File: src/rtl/fetch_queue_if.sv
// Bus bundle for the instruction prefetch queue: memory request/ack port and
// the head-of-queue port toward fetch stage 1.
interface fetch_queue_if;
  // Memory side: mem_req/mem_addr hold steady until the edge that samples
  // i_mem_ack=1. Consumer side: the head entry transfers on any edge where
  // valid=1 and i_ready=1; valid/pc/inst never depend on i_ready.
  logic        mem_req;
  logic [31:0] mem_addr;
  logic        i_mem_ack;
  logic [31:0] i_mem_data;
  logic        valid;
  logic [31:0] pc;
  logic [31:0] inst;
  logic        i_ready;

  modport master (
    output mem_req, mem_addr, valid, pc, inst,
    input  i_mem_ack, i_mem_data, i_ready
  );

  modport slave (
    input  mem_req, mem_addr, valid, pc, inst,
    output i_mem_ack, i_mem_data, i_ready
  );
endinterface

File: src/rtl/fetch_queue.sv
// Instruction prefetch queue: issues one outstanding memory request at a time,
// buffers up to DEPTH {pc, inst} pairs and flushes/restarts on a taken branch.
module fetch_queue #(
  parameter int          DEPTH    = 4,
  parameter logic [31:0] RESET_PC = 32'h0
) (
  input  logic          i_clk,
  input  logic          i_rst,
  input  logic          i_redirect,
  input  logic [31:0]   i_redirect_pc,
  fetch_queue_if.master bus,
  output logic [1:0]    dbg_state_o
);

  localparam int PW = $clog2(DEPTH);
  localparam int CW = PW + 1;

  typedef enum logic [1:0] {
    S_IDLE    = 2'd0,
    S_BUSY    = 2'd1,
    S_DISCARD = 2'd2
  } state_e;

  state_e        state_q, state_d;
  logic [PW-1:0] rd_ptr_q, rd_ptr_d;
  logic [PW-1:0] wr_ptr_q, wr_ptr_d;
  logic [CW-1:0] count_q, count_d;
  logic [31:0]   fetch_pc_q, fetch_pc_d;
  logic [31:0]   mem_addr_q, mem_addr_d;
  logic          mem_req_q, mem_req_d;

  logic [31:0]   pc_mem   [DEPTH];
  logic [31:0]   inst_mem [DEPTH];

  logic          valid_w;
  logic          pop;
  logic          push;
  logic [CW-1:0] count_nx;
  logic          can_issue;

  assign valid_w  = (count_q != '0);
  assign pop      = valid_w & bus.i_ready & ~i_redirect;
  assign push     = (state_q == S_BUSY) & bus.i_mem_ack & ~i_redirect;
  assign count_nx = count_q + CW'(push) - CW'(pop);
  // A request only goes out when its reply is guaranteed a free slot.
  assign can_issue = (count_nx < CW'(DEPTH));

  assign bus.valid    = valid_w;
  assign bus.pc       = pc_mem[rd_ptr_q];
  assign bus.inst     = inst_mem[rd_ptr_q];
  assign bus.mem_req  = mem_req_q;
  assign bus.mem_addr = mem_addr_q;
  assign dbg_state_o  = state_q;

  always_comb begin
    state_d    = state_q;
    rd_ptr_d   = rd_ptr_q + PW'(pop);
    wr_ptr_d   = wr_ptr_q + PW'(push);
    count_d    = count_nx;
    fetch_pc_d = fetch_pc_q;
    mem_req_d  = mem_req_q;
    mem_addr_d = mem_addr_q;

    if (i_redirect) begin
      rd_ptr_d   = '0;
      wr_ptr_d   = '0;
      count_d    = '0;
      fetch_pc_d = i_redirect_pc;
    end

    unique case (state_q)
      S_IDLE: begin
        if (i_redirect) begin
          mem_req_d  = 1'b1;
          mem_addr_d = i_redirect_pc;
          state_d    = S_BUSY;
        end else if (can_issue) begin
          mem_req_d  = 1'b1;
          mem_addr_d = fetch_pc_q;
          state_d    = S_BUSY;
        end
      end
      S_BUSY: begin
        if (bus.i_mem_ack) begin
          if (i_redirect) begin
            mem_req_d = 1'b0;
            state_d   = S_IDLE;
          end else begin
            fetch_pc_d = mem_addr_q + 32'd4;
            if (can_issue) begin
              mem_addr_d = mem_addr_q + 32'd4;
            end else begin
              mem_req_d = 1'b0;
              state_d   = S_IDLE;
            end
          end
        end else if (i_redirect) begin
          // The old request must still complete; its data is thrown away.
          state_d = S_DISCARD;
        end
      end
      S_DISCARD: begin
        if (bus.i_mem_ack) begin
          mem_req_d = 1'b0;
          state_d   = S_IDLE;
        end
      end
      default: begin
        mem_req_d = 1'b0;
        state_d   = S_IDLE;
      end
    endcase
  end

  always_ff @(posedge i_clk or negedge i_rst) begin
    if (!i_rst) begin
      state_q    <= S_IDLE;
      rd_ptr_q   <= '0;
      wr_ptr_q   <= '0;
      count_q    <= '0;
      fetch_pc_q <= RESET_PC;
      mem_req_q  <= 1'b0;
      mem_addr_q <= RESET_PC;
    end else begin
      state_q    <= state_d;
      rd_ptr_q   <= rd_ptr_d;
      wr_ptr_q   <= wr_ptr_d;
      count_q    <= count_d;
      fetch_pc_q <= fetch_pc_d;
      mem_req_q  <= mem_req_d;
      mem_addr_q <= mem_addr_d;
    end
  end

  // Payload storage needs no reset: count gates visibility of every entry.
  always_ff @(posedge i_clk) begin
    if (push) begin
      pc_mem[wr_ptr_q]   <= mem_addr_q;
      inst_mem[wr_ptr_q] <= bus.i_mem_data;
    end
  end

endmodule

File: src/flat_wrapper.sv
// flat-port wrapper written by rule: the top's interface ports become plain ports
module fetch_queue_flat 
#(
  parameter int          DEPTH    = 4,
  parameter logic [31:0] RESET_PC = 32'h0
)
  (i_clk, i_rst, i_redirect, i_redirect_pc, dbg_state_o, bus_mem_req, bus_mem_addr, bus_valid, bus_pc, bus_inst, bus_i_mem_ack, bus_i_mem_data, bus_i_ready);
  fetch_queue_if bus_i ();
  input  logic i_clk;
  input  logic i_rst;
  input  logic i_redirect;
  input  logic [31:0] i_redirect_pc;
  output logic [1:0] dbg_state_o;
  output wire logic [$bits(bus_i.mem_req)-1:0] bus_mem_req;
  output wire logic [$bits(bus_i.mem_addr)-1:0] bus_mem_addr;
  output wire logic [$bits(bus_i.valid)-1:0] bus_valid;
  output wire logic [$bits(bus_i.pc)-1:0] bus_pc;
  output wire logic [$bits(bus_i.inst)-1:0] bus_inst;
  input wire logic [$bits(bus_i.i_mem_ack)-1:0] bus_i_mem_ack;
  input wire logic [$bits(bus_i.i_mem_data)-1:0] bus_i_mem_data;
  input wire logic [$bits(bus_i.i_ready)-1:0] bus_i_ready;
  assign bus_mem_req = bus_i.mem_req;
  assign bus_mem_addr = bus_i.mem_addr;
  assign bus_valid = bus_i.valid;
  assign bus_pc = bus_i.pc;
  assign bus_inst = bus_i.inst;
  assign bus_i.i_mem_ack = bus_i_mem_ack;
  assign bus_i.i_mem_data = bus_i_mem_data;
  assign bus_i.i_ready = bus_i_ready;
  fetch_queue #(.DEPTH(DEPTH), .RESET_PC(RESET_PC)) u_core (.i_clk(i_clk), .i_rst(i_rst), .i_redirect(i_redirect), .i_redirect_pc(i_redirect_pc), .bus(bus_i), .dbg_state_o(dbg_state_o));
endmodule
File: config.mk
export PLATFORM = sky130hd
export DESIGN_NAME = fetch_queue_flat
export DESIGN_NICKNAME = d
export VERILOG_FILES = /design/src/rtl/fetch_queue_if.sv /design/src/rtl/fetch_queue.sv /design/src/flat_wrapper.sv
export SDC_FILE = /design/constraint.sdc
export NUM_CORES = 1
export LEC_CHECK = 0
export ABC_AREA = 1
export CAP_MARGIN = 20
export CORE_MARGIN = 5
export CORE_UTILIZATION = 52
export CTS_BUF_LIST = sky130_fd_sc_hd__clkbuf_4 sky130_fd_sc_hd__clkbuf_8
export DETAILED_ROUTE_END_ITERATION = 6
export PLACE_DENSITY = 0.78
export SLEW_MARGIN = 20
export SYNTH_ARGS = -nofsm -noshare
export SYNTH_HDL_FRONTEND = slang
export SYNTH_SLANG_ARGS = --single-unit
export TNS_END_PERCENT = 100
File: constraint.sdc
create_clock -name i_clk -period 6.15 [get_ports i_clk]
set_input_delay 0.615 -clock i_clk [delete_from_list [all_inputs] [get_ports i_clk]]
set_output_delay 0.615 -clock i_clk [all_outputs]
set_load 0.02 [all_outputs]
# Word level (Yosys, flattened, before mapping)
# Memories as Yosys holds them, arrays and structs flattened.
# Cells that the tools add are included.
# W data, S select, Z words.
word_totals:
  latch_bits: 0
  input_bits: 69
  mem_count: 2
  rom_bits: 0
  ram_bits: 256
  regBits: 74
  output_inout_bits: 100
  wordCells: 65
mem_list:
  columns: ["memory", "words", "word_bits", "read_ports", "rd_ports_with_merged_regs", "wr", "line_no", "rtl"]
  rows:
  - ["u_core.inst_mem", 4, 32, 1, 0, 1, "fetch_queue.sv:33", "logic [31:0] inst_mem [DEPTH];"]
  - ["u_core.pc_mem", 4, 32, 1, 0, 1, "fetch_queue.sv:32", "logic [31:0] pc_mem [DEPTH];"]
op_classes:
  div: 0
  eq_ne: 9
  addsub: 5
  order_cmp: 1
  bitwise_logic: 5
  multipliers: 0
  n_reduce_logical: 6
  muxes: 30
  shifts: 0
ops:
  columns: ["operator", "count"]
  rows:
  - ["$mux W32", 9]
  - ["$pmux W32 S2", 1]
  - ["$add A32 B3 Y32 const B", 1]
  - ["$mux W2", 9]
  - ["$mux W1", 8]
  - ["$reduce_and A4 Y1", 2]
  - ["$ne A2 B2 Y1 const B", 3]
  - ["$ne A3 B3 Y1 const B", 2]
  - ["$pmux W2 S3", 1]
  - ["$reduce_and A5 Y1", 1]
  - ["$add A2 B1 Y2", 2]
  - ["$and A1 B1 Y1", 4]
  - ["$add A3 B1 Y3", 1]
  - ["$lt A3 B3 Y1 const B", 1]
  - ["$mux W3", 1]
  - ["$ne A3 B2 Y1 const B", 1]
  - ["$pmux W1 S3", 1]
  - ["$reduce_bool A3 Y1", 1]
  - ["$sub A3 B1 Y3", 1]
  - ["$eq A2 B1 Y1 const B", 1]
  - ["$eq A2 B2 Y1 const B", 1]
  - ["$logic_not A2 Y1", 1]
  - ["$ne A2 B1 Y1 const B", 1]
  - ["$reduce_bool A2 Y1", 1]
  - ["$not A1 Y1", 1]

# Longest topological paths before layout
logic_depth:
  ltp_word: 10
  ltp_mapped: 17
  depth_no_buf: 15

# Least setup slack after synthesis
# Ideal clock, no wire load.
synth_timing:
  path_type: "input-to-reg"
  from: "in i_redirect"
  to: "mem u_core.inst_mem[2][0] (enable)"
  n_path_buf: 3
  path_stages: 6
  arrival_ps: 5664
  path_slack_ps: -79
  setup_ps: 565
  required_time_ps: 5585
  cell_sequence: "buf_2 -> inv_2 -> buf_2 -> nand2_1 -> buf_2 -> nor3_1"
synth_via:
  elab_chain_cells: 4
synth_rtl:
  columns: ["element", "line_no", "rtl"]
  rows:
  - ["from (decl)", "flat_wrapper.sv:11", "input logic i_redirect;"]
  - ["$not A1 Y1", "fetch_queue.sv:43", "assign push = (state_q == S_BUSY) & bus.i_mem_ack & ~i_redirect;"]
  - ["$and A1 B1 Y1", "fetch_queue.sv:43", null]
  - ["$mux W1", "fetch_queue.sv:137", "if (push) begin"]
  - ["$mux W1 (implied by the code)", "fetch_queue.sv:139", "inst_mem[wr_ptr_q] <= bus.i_mem_data;"]
  - ["to (decl)", "fetch_queue.sv:33", null]
# Every way passes these cells.

# Worst setup path after layout
layout_timing:
  from: "reg u_core.state_q[1], in the netlist u_core.dbg_state_o[1]"
  to: "reg u_core.mem_addr_q[19], in the netlist u_core.bus.mem_addr[19]"
layout_via:
  elab_chain_cells: 8
  elab_cells_between_ends: 14
  classes_between: "add/sub: 2; order compare: 1; eq/ne: 5; mux: 1; bitwise: 2; reduce/logical: 3"
layout_rtl:
  columns: ["element", "line_no", "rtl"]
  rows:
  - ["from (decl)", "fetch_queue.sv:24", "state_e state_q, state_d;"]
  - ["from (signal assigned)", "fetch_queue.sv:125", "state_q <= state_d;"]
  - ["$eq A2 B1 Y1", "fetch_queue.sv:43, fetch_queue.sv:71", null]
  - ["$and A1 B1 Y1 (2 in series)", "fetch_queue.sv:43", null]
  - ["$add A3 B1 Y3", "fetch_queue.sv:44", "assign count_nx = count_q + CW'(push) - CW'(pop);"]
  - ["$sub A3 B1 Y3", "fetch_queue.sv:44", null]
  - ["$lt A3 B3 Y1", "fetch_queue.sv:46", "assign can_issue = (count_nx < CW'(DEPTH));"]
  - ["$ne A3 B2 Y1 (no line) / $ne A2 B1 Y1 (equally long branches)", null, null]
  - ["$reduce_and A5 Y1 (no line)", null, null]
  - ["to (signal assigned)", "fetch_queue.sv:131", "mem_addr_q <= mem_addr_d;"]
  - ["to (decl)", "fetch_queue.sv:29", "logic [31:0] mem_addr_q, mem_addr_d;"]
# Several ways; a longest one is shown, not always the timed one.
# A chain may end at the register's enable or synchronous reset.

==> flow_summary.toml <==
[outcome]
status = "complete, no violations"

[floorplan]
die-height_um = 173
num_rows = 59
ioPinCount = 169
core_area_um2 = 26100
initial_core_util_pct = 53.1
die-area_um2 = 30000
die_x_um = 173

[synthesis]
yosys_warnings = 0
syn_area_um2 = 13900
yosys.cell_types.count = 36
seq_area_frac_synth_pct = 68.8
synth_nets = 1326
synth_area_leader_cell = "edfxtp_1"
async_flop_share_pct = 22.4
synth_cells = 1251
synthTopCellsByArea = "edfxtp_1, dfrtp_1, nor2_1"
synth-main-ff-cell = "edfxtp_1"
synthTopCellsByCount = "edfxtp_1, nor2_1, nand2_1, o21ai_0, dfrtp_1"
synth_edf_count = 256
synth.most_common_cell = "edfxtp_1"
avgSynthCellArea_um2 = 11.1
ys_seq_elements = 330
synth_top_area_share_pct = 55.4

[worst_setup_path]
slowest_stage = "inv_2"
reg2reg_slack_ns = 1.48
cp.arrival_ns = 5.18
critPathMostFrequentCell = "inv_1"
slowest_delay_ns = 0.59
cp-start-kind = "register"
critical_path_required_ns = 6.65
crit_path_cell_trace = "inv_1, nand2_1, nor2_1, buf_4, nand2_1, inv_1, ha_1, inv_1, fa_1, nand3b_1, nand3_1, nand2_2, inv_2, o21ai_0, o21ai_1"
endpoint_kind = "register"
r2r-end = "u_core.bus.mem_addr[19]$_DFFE_PN0P_"
reg2reg_depth = 15
rr_startpoint = "u_core.dbg_state_o[1]$_DFFE_PN0P_"
crit_type = "reg2reg"
crit_path_max_fanout = 32

[drt]
post-route-drc-count = 0
first_iter_violations = 991
viasPerCell = 5.65
route.detailed.wl_per_inst_um = 18.4
vias = 10100
final_antenna_net_count = 0
routed_wl_mm = 33.1
dr.pass1.iters = 5

[placed_design]
dp_hpwl_mm = 19.6
placed_cells = 1700
gp_congestion = 0.885
port_buffers = 168
placed_cell_area_um2 = 15800

[clock_network]
insertion_delay_ns = 0.57
clock_path_buffers = 3
cts_tree = "done"
cts_resized = 0
path_clk_slew_ns = 0.06
ctsHoldBuffers = 0
cts_sinks = 330
clockRootBuffer = "clkbuf_8"
cts_setup_buffers = 0
cts_buffers = 53
cts_htree_levels = 2

[layout]
nNetsFinal = 1495
final_cell_area_um2 = 16900
finalNonFillerCells = 1797
syn_to_final_growth_pct = 22.0
drive_gt1_share_pct = 9.30
final_util_pct = 64.7
antenna_cells = 0

[grt]
grt_pass1_vias = 10000
grt_use_total_pct = 21.3
antenna_found_initial = 0
grt_overflow = 0
grt_max_degree = 90
grt_pass1_wl_mm = 52.2

[pwr]
p_leak_nw = 6.27
ir_drop_uv = 392
p_per_area_nw_per_um2 = 439

[worst_hold_path]
min_path_type = "in2async"

[sta]
slew_headroom_pct = 33.7
setup-tns-final_ns = 0
tightest_slew_ns = 0.995
hold_ws_ns = 0.258
clock.fmax_mhz = 214
fin_crit_sh_pct = 76.0
maxSlewViolCount = 0
clock_skew_ns = 0.0271
rsz0062_at_grt = "false"
finalCriticalPeriod_ns = 4.67
finalHoldViolations = 0
finalSetupViolCount = 0

[run]
max-cap-violations = 0
where the power goes:
group	internal (mW)	total [mW]	switching, mW
logic	0.880	2.28	1.40
registers	2.80	3.21	0.414
clock network	1.10	1.93	0.827
total	4.78	7.42	2.64
placed cells by master (no fill, tap or decap), types with 2 or more instances in the layout:
cell type	count
o21bai_1	15
bufinv_16	3
and2_1	2
nand2_2	5
nor2_2	7
clkinvlp_4	3
clkbuf_4	19
nand3b_1	5
edfxtp_1	256
nand2_1	200
buf_4	13
clkbuf_8	57
nor2_4	2
nor2_1	215
o221ai_1	9
o22ai_1	64
inv_1	44
o21ai_0	157
nor3_2	4
o21ai_1	5
o211ai_1	5
xor2_1	7
ha_1	5
nand4_1	3
dfrtp_1	72
clkinv_2	9
inv_2	4
clkinv_1	8
nand2_4	2
nand3_1	29
a31oi_1	5
a21oi_1	46
xnor2_1	3
clkdlybuf4s50_1	167
state kept, by name, indices dropped and copies added (netlist names):
signal,flops
u_core.dbg_state_o,2
u_core.wr_ptr_q,2
u_core.inst_mem,128
u_core.pc_mem,128
u_core.count_q,3
u_core.bus.mem_req,1
u_core.rd_ptr_q,2
u_core.fetch_pc_q,32
u_core.bus.mem_addr,32
kinds of logic (layout without fill, tap and decap cells):
family / count (synthesis) / count (layout) / share of synthesized area (%)
and+or+nand+nor: 478 / 478 / 14.1
DFF: 330 / 330 / 68.8
AOI/OAI and AO/OA: 308 / 308 / 12.4
buffers and inverters: 118 / 329 / 3.42
xor gates and xnor gates: 11 / 11 / 0.749
adders and majority gates: 6 / 6 / 0.596
layer usage:
metal  share of wire (%)  track usage (%)  vias to the layer above
met2                  47             34.8                      437
met4                 1.8             5.42                        0
met3                 7.4             3.99                       51
met1                  43             29.9                     4917
met5                   0                0                        -
li1                    -                -                     4742
worst max-delay path, delay by kind of cell (launching register included):
family,cells,cell delay [ns]
and+or+nand+nor,6,1.77
buffers and inverters,5,1.52
adders and majority gates,2,0.57
DFF,1,0.41
AOI/OAI and AO/OA,2,0.33
metrics by stage:
step | setup slack [ns] | total power, mW
global placement | 1.03 | 5.46
global route | 1.07 | 7.83
CTS | 1.14 | 7.46
finish | 1.48 | 7.42
floorplan | -0.0792 | 4.51
detailed placement | 0.844 | 5.52
worst max-delay path by stage:
stage	start	to	slack, ns	cells past startpoint
2_1_floorplan	i_redirect	u_core.inst_mem[2][0]$_DFFE_PP_	-0.08	6
3_3_place_gp	bus_i_mem_ack	u_core.bus.mem_addr[19]$_DFFE_PN0P_	1.03	15
3_5_place_dp	bus_i_mem_ack	u_core.bus.mem_addr[19]$_DFFE_PN0P_	0.84	15
4_1_cts	u_core.dbg_state_o[1]$_DFFE_PN0P_	u_core.bus.mem_addr[19]$_DFFE_PN0P_	1.14	15
5_1_grt	u_core.dbg_state_o[1]$_DFFE_PN0P_	u_core.bus.mem_addr[19]$_DFFE_PN0P_	1.07	15
6_report	u_core.dbg_state_o[1]$_DFFE_PN0P_	u_core.bus.mem_addr[19]$_DFFE_PN0P_	1.48	15
final cells by class:
| class | instances | area [µm²] |
|---|---|---|
| flip-flops and latches | 330 | 9540 |
| clock inverters | 21 | 183 |
| inverters | 51 | 194 |
| well taps | 335 | 419 |
| repair buffers | 181 | 1770 |
| fillers | 1985 | 9220 |
| multi-input cells | 803 | 3880 |
| clock buffers | 76 | 927 |
No activity file was read; power rests on OpenSTA's default activity.
